[src/rtl/traffic_light_monitor.sv]
// traffic_light_monitor: passive checker for a four-approach traffic light.
// Decodes the four lamp buses into phases 1..6 and flags illegal patterns,
// out-of-order phase changes and phases held for the wrong number of cycles.
module traffic_light_monitor #(
    parameter logic [7:0] DWELL_P1 = 8'd5,
    parameter logic [7:0] DWELL_P2 = 8'd2,
    parameter logic [7:0] DWELL_P3 = 8'd4,
    parameter logic [7:0] DWELL_P4 = 8'd2,
    parameter logic [7:0] DWELL_P5 = 8'd3,
    parameter logic [7:0] DWELL_P6 = 8'd2
) (
    input  logic        clk,
    input  logic        reset,
    input  logic [2:0]  main_lr,
    input  logic [2:0]  side_lr,
    input  logic [2:0]  main_lr_side,
    input  logic [2:0]  main_rl_side,
    input  logic        clr_err,
    output logic [2:0]  phase,
    output logic        locked,
    output logic        pattern_err,
    output logic        seq_err,
    output logic        dwell_err,
    output logic [2:0]  err_sticky,
    output logic [15:0] cycle_cnt
);

    localparam logic [2:0] LR = 3'b100;
    localparam logic [2:0] LY = 3'b010;
    localparam logic [2:0] LG = 3'b001;

    typedef enum logic {UNSYNC, TRACK} state_t;

    state_t      state_q, state_d;
    logic [2:0]  phase_q, phase_d;
    logic [7:0]  run_q, run_d;
    logic        pattern_err_q, pattern_err_d;
    logic        seq_err_q, seq_err_d;
    logic        dwell_err_q, dwell_err_d;
    logic [2:0]  err_sticky_q, err_sticky_d;
    logic [15:0] cycle_cnt_q, cycle_cnt_d;

    logic [2:0]  dec_phase;
    logic [2:0]  exp_phase;
    logic [7:0]  run_inc;
    logic [7:0]  dwell_req;

    // Map the lamp combination (main_lr, main_rl_side, main_lr_side, side_lr)
    // to a phase number; 0 marks anything that is not one of the six phases.
    always_comb begin
        dec_phase = 3'd0;
        case ({main_lr, main_rl_side, main_lr_side, side_lr})
            {LG, LG, LR, LR}: dec_phase = 3'd1;
            {LG, LY, LR, LR}: dec_phase = 3'd2;
            {LG, LR, LG, LR}: dec_phase = 3'd3;
            {LY, LR, LY, LR}: dec_phase = 3'd4;
            {LR, LR, LR, LG}: dec_phase = 3'd5;
            {LR, LR, LR, LY}: dec_phase = 3'd6;
            default:          dec_phase = 3'd0;
        endcase
    end

    // Required dwell of the phase being left.
    always_comb begin
        dwell_req = 8'd0;
        case (phase_q)
            3'd1:    dwell_req = DWELL_P1;
            3'd2:    dwell_req = DWELL_P2;
            3'd3:    dwell_req = DWELL_P3;
            3'd4:    dwell_req = DWELL_P4;
            3'd5:    dwell_req = DWELL_P5;
            3'd6:    dwell_req = DWELL_P6;
            default: dwell_req = 8'd0;
        endcase
    end

    assign exp_phase = (phase_q == 3'd6) ? 3'd1 : 3'(phase_q + 3'd1);
    assign run_inc   = (run_q == 8'hFF) ? run_q : 8'(run_q + 8'd1);

    // Next-state: sync/track FSM, run counter, error pulses, wrap counter.
    always_comb begin
        state_d       = state_q;
        phase_d       = phase_q;
        run_d         = run_q;
        pattern_err_d = 1'b0;
        seq_err_d     = 1'b0;
        dwell_err_d   = 1'b0;
        cycle_cnt_d   = cycle_cnt_q;
        if (dec_phase == 3'd0) begin
            pattern_err_d = 1'b1;
            phase_d       = 3'd0;
            run_d         = 8'd0;
            state_d       = UNSYNC;
        end else if (dec_phase == phase_q) begin
            run_d = run_inc;
        end else begin
            // Entry from UNSYNC is unchecked: the first phase may be partial.
            phase_d = dec_phase;
            run_d   = 8'd1;
            state_d = TRACK;
            if (state_q == TRACK) begin
                seq_err_d   = (dec_phase != exp_phase);
                dwell_err_d = (run_q != dwell_req);
                if (phase_q == 3'd6 && dec_phase == 3'd1 && run_q == dwell_req)
                    cycle_cnt_d = 16'(cycle_cnt_q + 16'd1);
            end
        end
        // A new error on the same edge as clr_err keeps its bit set.
        err_sticky_d = (clr_err ? 3'b000 : err_sticky_q)
                     | {dwell_err_d, seq_err_d, pattern_err_d};
    end

    // State and output registers.
    always_ff @(posedge clk or posedge reset) begin
        if (reset) begin
            state_q       <= UNSYNC;
            phase_q       <= 3'd0;
            run_q         <= 8'd0;
            pattern_err_q <= 1'b0;
            seq_err_q     <= 1'b0;
            dwell_err_q   <= 1'b0;
            err_sticky_q  <= 3'b000;
            cycle_cnt_q   <= 16'd0;
        end else begin
            state_q       <= state_d;
            phase_q       <= phase_d;
            run_q         <= run_d;
            pattern_err_q <= pattern_err_d;
            seq_err_q     <= seq_err_d;
            dwell_err_q   <= dwell_err_d;
            err_sticky_q  <= err_sticky_d;
            cycle_cnt_q   <= cycle_cnt_d;
        end
    end

    assign phase       = phase_q;
    assign locked      = (state_q == TRACK);
    assign pattern_err = pattern_err_q;
    assign seq_err     = seq_err_q;
    assign dwell_err   = dwell_err_q;
    assign err_sticky  = err_sticky_q;
    assign cycle_cnt   = cycle_cnt_q;

endmodule

[config.mk]
export PLATFORM = sky130hd
export DESIGN_NAME = traffic_light_monitor
export DESIGN_NICKNAME = d
export VERILOG_FILES = /design/src/rtl/traffic_light_monitor.sv
export SDC_FILE = /design/constraint.sdc
export NUM_CORES = 1
export LEC_CHECK = 0
export CAP_MARGIN = 10
export CORE_UTILIZATION = 45
export DETAILED_ROUTE_END_ITERATION = 10
export GPL_ROUTABILITY_DRIVEN = 0
export GPL_TIMING_DRIVEN = 0
export HOLD_SLACK_MARGIN = 0.15
export PLACE_DENSITY_LB_ADDON = 0.12
export REMOVE_ABC_BUFFERS = 1
export SYNTH_ARGS = -nofsm -noshare
export SYNTH_HDL_FRONTEND = slang
export SYNTH_SLANG_ARGS = --single-unit
[constraint.sdc]
create_clock -name clk -period 1.99 [get_ports clk]
set_input_delay 0.199 -clock clk [delete_from_list [all_inputs] [get_ports clk]]
set_output_delay 0.199 -clock clk [all_outputs]
set_load 0.01 [all_outputs]
======== After elaboration in Yosys (flattened, before gate mapping) ========
Cells that the tools add are included.
operators by class
  multipliers ............................. 0
  multiplexer cells ....................... 18
  magnitude comparators ................... 0
  shift-type cells ........................ 0
  eq/ne operators ......................... 20
  bitwise logic cells ..................... 3
  $add $sub $neg .......................... 3
  reductions and logical operators ........ 5
  div/mod/pow operators ................... 0
operators by type and width
  kind                                                                number
  12-bit by 10-bit == test with 1-bit output (second input constant)  3
  12-bit == test (second input constant)                              2
  8-bit two-way mux                                                   3
  3-bit one-hot mux with 6 select lines                               1
  16-bit by 1-bit adder with 16-bit output (second input constant)    1
  12-bit by 11-bit == test with 1-bit output (second input constant)  1
  3-bit two-way mux                                                   4
  3-bit one-hot mux with 4 select lines                               1
  3-bit == test (second input constant)                               3
  1-bit two-way mux                                                   9
  8-bit by 1-bit adder with 8-bit output (second input constant)      1
  8-bit == test                                                       1
  8-bit == test (second input constant)                               1
  8-bit inequality test                                               1
  3-bit by 1-bit == test with 1-bit output (second input constant)    2
  3-bit by 2-bit == test with 1-bit output (second input constant)    2
  4-bit AND reduction                                                 1
  3-bit by 1-bit adder with 3-bit output (second input constant)      1
  3-bit == test                                                       1
  3-bit logical NOT                                                   1
  3-bit inequality test                                               1
  3-bit inequality test (second input constant)                       1
  3-bit OR                                                            1
  3-bit OR reduction                                                  1
  other kinds (3)                                                     5
word-level totals
  bits of input ports ..................... 15
  bits in latches ......................... 0
  memory bits (writable) .................. 0
  register bits ........................... 34
  word-level logic and storage cells ...... 57
  memories kept ........................... 0
  memory bits (read-only) ................. 0
  output and inout port bits .............. 26

======== Logic depth before layout (Yosys ltp) ========
  depth in word-level cells ............... 8
  mapped depth ............................ 8
  mapped depth without buffers ............ 7

======== Worst setup path after synthesis ========
No wires, ideal clock.
  path kind ............................... reg-to-reg
  start ................................... register phase_q[1], in the netlist phase[1]
  end ..................................... register cycle_cnt_q[11], in the netlist cycle_cnt[11]
  slack ................................... -0.279 ns
  clock period less this slack ............ 2.269 ns
  required time ........................... 1.911 ns
  buffers on the path ..................... 1
  arrival time ............................ 2.190 ns
  cell stages (with the launch flop) ...... 9
  setup time .............................. 0.079 ns
  cells stage by stage .................... dfrtp_1 buf_2 and2_1 ha_1 or3_1 a211oi_2 o211ai_2 nor4_2 xor2_1
on the way
  word-level cells in the longest chain between the ends .. 6
  elaborated cells between the ends (all ways) .. 14
  those cells by class .................... eq/ne: 8; mux: 1; bitwise: 1; reduce/logical: 4
RTL lines
  what                                   line     text
  start: declaration                     35       logic [2:0] phase_q, phase_d;
  start signal: assignment               126      phase_q <= phase_d;
  3-bit == test (tied with other cells)  66, 104
  3-bit OR reduction (no line)           -
  3-bit one-hot mux with 4 select lines  66       case (phase_q)
  8-bit == test                          104      if (phase_q == 3'd6 && dec_phase == 3'd1 && run_q == dwell_req)
  1-bit logical AND                      104
  4-bit AND reduction (no line) *        -
  end signal: assignment                 132      cycle_cnt_q <= cycle_cnt_d;
  end: declaration                       41       logic [15:0] cycle_cnt_q, cycle_cnt_d;
Every way passes the cells marked *; elsewhere a longest branch is shown, timed or not.
A chain may end at the register's enable or synchronous reset.

======== Worst setup path in the final report ========
  start ................................... register phase_q[1], in the netlist phase[1]
  end ..................................... register cycle_cnt_q[5], in the netlist cycle_cnt[5]
The elaborated chain is that of the path after synthesis.

==> metrics.md <==
| Metric | Value |
|---|---|
| Status | finished with violations |
| Failing checks | setup timing |
| Top-count cell post-synth | dfrtp_1 |
| Crit path required time | around 2200 ps |
| Num Clock Sinks | 34 |
| Pint | 1.01 mW |
| Crit path max fanout | 8 |
| ANT cells | 0 |
| Placed Instances | between 200 and 300 |
| Post-synthesis cell area | a little under 2000 um2 |
| Switching pwr | approximately 0.3 mW |
| Wire per inst | between 15 and 20 um |
| Congestion Overflow GR | 0 |
| Area leader, netlist | dfrtp_1 |
| Routed via count | roughly 1700 |
| #FFs+latches synth | 34 |
| Setup Crit Path Kind | reg2reg |
| # nets final | 272 |
| Period utilization | 105% |
| Synth area leaders | dfrtp_1 43%, xnor2_1 5.3%, xor2_1 4.9% |
| Finished Cell Area | roughly 2800 um2 |
| Sw frac | between 20% and 30% |
| VDD IR max | about 0.27 mV |
| DR WL met3 | about 140 um |
| Pin count of the biggest net entering global routing | 22 |
| Vias in the first global route | ~1600 |
| Number of buffers added on ports | 40 |
| Highest Signal Layer | met4 |
| FFs w/ async S/R, synth | 100% |
| Clock root cell | clkbuf_8 |
| Arrival @ worst endpoint | roughly 2300 ps |
| Yosys cell types | between 50 and 60 |
| Post-synth EDFFs | 0 |
| Slowest CP cell | dfrtp_2 |
| Worst setup EP type | register |
| Starting Density | between 40% and 50% |
| Boundary Pins | between 40 and 50 |
| Synth top area share | approximately 43% |
| PnR worst setup slack | -102 ps |
| Comb power frac | under 10% |
| Ys flop type | dfrtp_1 |
| MaxCap Viol Count | 0 |
| Ys Warns | 0 |
| DRC | 0 |
| First-pass GRT wire length | just under 8000 um |
| Final ANT Viol Nets | 0 |
| Post-synth top cells | 34 x dfrtp_1, 13 x nor2_1, 12 x xnor2_1 |
| Metal2 WL | 2330 um |
| Worst hold path type | in2async |
| Post-Route M1 WL | around 2200 um |
| DRT iter0 DRCs | 95 |
| Die Wd | between 60 and 70 um |
| Area occupied by multi-input gates | 1250 um2 |
| Syn avg cell area | 10.2 um2 |
| Number of fill cells in the layout | around 320 |
| Worst slew pin tran | around 620 ps |
| Lkg Pwr | roughly 1.3 nW |
| Total global-route track usage | a little under a quarter |
| Final Setup Violations | 16 |
| Pwr per Cell Area | ~460 nW/um2 |
| Minimum hold slack | around 280 ps |
| Slew headroom | approximately three fifths |
| Pins Over Slew Limit | 0 |
| Clk slew on worst S/H paths | about 70 ps |
| Sequential fraction of the synthesis area | a little over two fifths |
| Final Non-Filler Cells | 305 |
| Clock share of power | approximately two fifths |
| Register area | 856 um2 |
| Fmax | roughly 480 MHz |
| Initial antenna violation count | 0 |
| Max clock buf depth | 2 |
| Die height | approximately 68 um |
| TritonCTS clock tree | built |
| Cell Chain, Critical Path | and2_4 -> ha_4 -> or3_4 -> a211oi_4 -> buf_6 -> o211ai_4 -> nor3_2 -> xor2_1 |
| RSZ-0062 raised after global routing | true |
| Minimum clock period | roughly 2100 ps |
| Row count | 23 |
| Drt total wl | around 4800 um |
| Core Area | roughly 4100 um2 |
| CTS buffer count | 5 |
| Clk_lat worst skew | between 200 and 300 ps |
| Area Growth Syn to Fin | 43.8% |
| Syn Inst Count | between 150 and 200 |
| TritonRoute pass-1 iters | 4 |
| Final number of hold-violating endpoints | 0 |
| CTS H-tree lvls | 2 |
| Fin util | slightly below 70% |
| Pwr Total | roughly 1.3 mW |
| Largest stage delay, worst path | ~430 ps |
| Share of layout cells above drive strength 1 | between 20 and 30% |
| Full die area | 4650 um2 |
| Flop pwr share | around 53% |
| Vias per Instance | ~5.6 |
| Startpoint types | register |
| Post-Place Cell Area | roughly 2400 um2 |
| DPL Wire Length | 3340 um |
| Clock skew | ~4.8 ps |
final cells by class:
cell class,instances,area share (%)
clock buffer,6,2.92
inverter,9,1.19
clock inverter,2,0.442
sequential,34,30.2
tap,50,2.21
timing repair buffer,57,18.9
multi-input combinational,147,44.1
what timing repair did:
item                       CTS  global route
hold buffers                 0             0
pin swaps                   24            14
setup endpoints to repair   27            26
buffers inserted            12             4
resized for setup           44            10
routing by layer:
layer / GRT usage [%] / up-vias
li1: - / 827
met1: 30.5 / 849
met2: 36.9 / 37
met3: 4.33 / 7
met4: 10.2 / 0
met5: 0 / -
cells by family (layout without fill, tap and decap cells):
family	Yosys count	after routing	share of synthesized area, %
muxes	2	2	1.08
xor gates and xnor gates	23	23	10.2
DFF	34	34	43.2
buffers and inverters	13	74	2.99
AOI/OAI and AO/OA	31	31	11.3
adders and majority gates	3	3	1.91
and+or+nand+nor	88	88	29.3
critical path, delay by kind of cell (launching register included):
kind	cells	cell delay, ps
flops	1	430
buf+inv	1	150
fa+ha+maj	1	150
xor+xnor	1	160
simple gates	3	770
compound gates	2	360
through the flow:
stage	worst slack, ps	TNS, ps
after floorplan	-225	-2270
after global placement	-927	-14740
after detailed placement	-1070	-16830
after CTS	-89.5	-742
after global routing	-183	-2530
final	-102	-1140
registers in the layout (all words and copies together) (netlist names):
register / count
run_q: 8
cycle_cnt: 16
pattern_err: 1
locked: 1
seq_err: 1
dwell_err: 1
err_sticky: 3
phase: 3
cell usage in the layout, fill, tap and decap left out, drive strengths merged, types with 2 or more instances in the layout:
cell / instances
a21o: 3
inv: 9
xor2: 11
a211oi: 2
ha: 3
dfrtp: 34
a31oi: 2
and3: 6
nand2b: 6
nand3: 11
buf: 17
o2111ai: 3
clkdlybuf4s50: 28
o22ai: 2
nor4bb: 2
o21ai: 6
and4: 4
nor4b: 3
nor3b: 2
nand2: 11
nor2b: 3
a21oi: 7
clkbuf: 7
nor2: 13
or3: 3
nand4b: 2
and2: 2
or4: 2
dlygate4sd2: 11
and4bb: 2
nor3: 9
xnor2: 12
nand4: 2
worst paths after layout:
| check | cells past startpoint | slack [ps] | startpoint | endpoint |
|---|---|---|---|---|
| worst max-delay path | 8 | -100 | phase[1] | cycle_cnt[5] |
| worst min-delay path | 2 | 280 | reset | run_q[4] |
| worst max register to register | 8 | -100 | phase[1] | cycle_cnt[5] |
| worst min register to register | 1 | 490 | cycle_cnt[5] | cycle_cnt[5] |
| max in group asynchronous | 3 | 1190 | reset | cycle_cnt[2] |
| min in group clk | 4 | 420 | main_lr[0] | phase[1] |
power by group through the flow:
stage	combinational, mW	sequential [mW]	clock [mW]
floorplan	0.0297	0.704	0
global placement	0.0740	0.704	0
detailed placement	0.0840	0.704	0
CTS	0.0815	0.691	0.554
global route	0.0899	0.690	0.582
finish	0.0825	0.691	0.536
No activity file was read; power rests on OpenSTA's default activity.
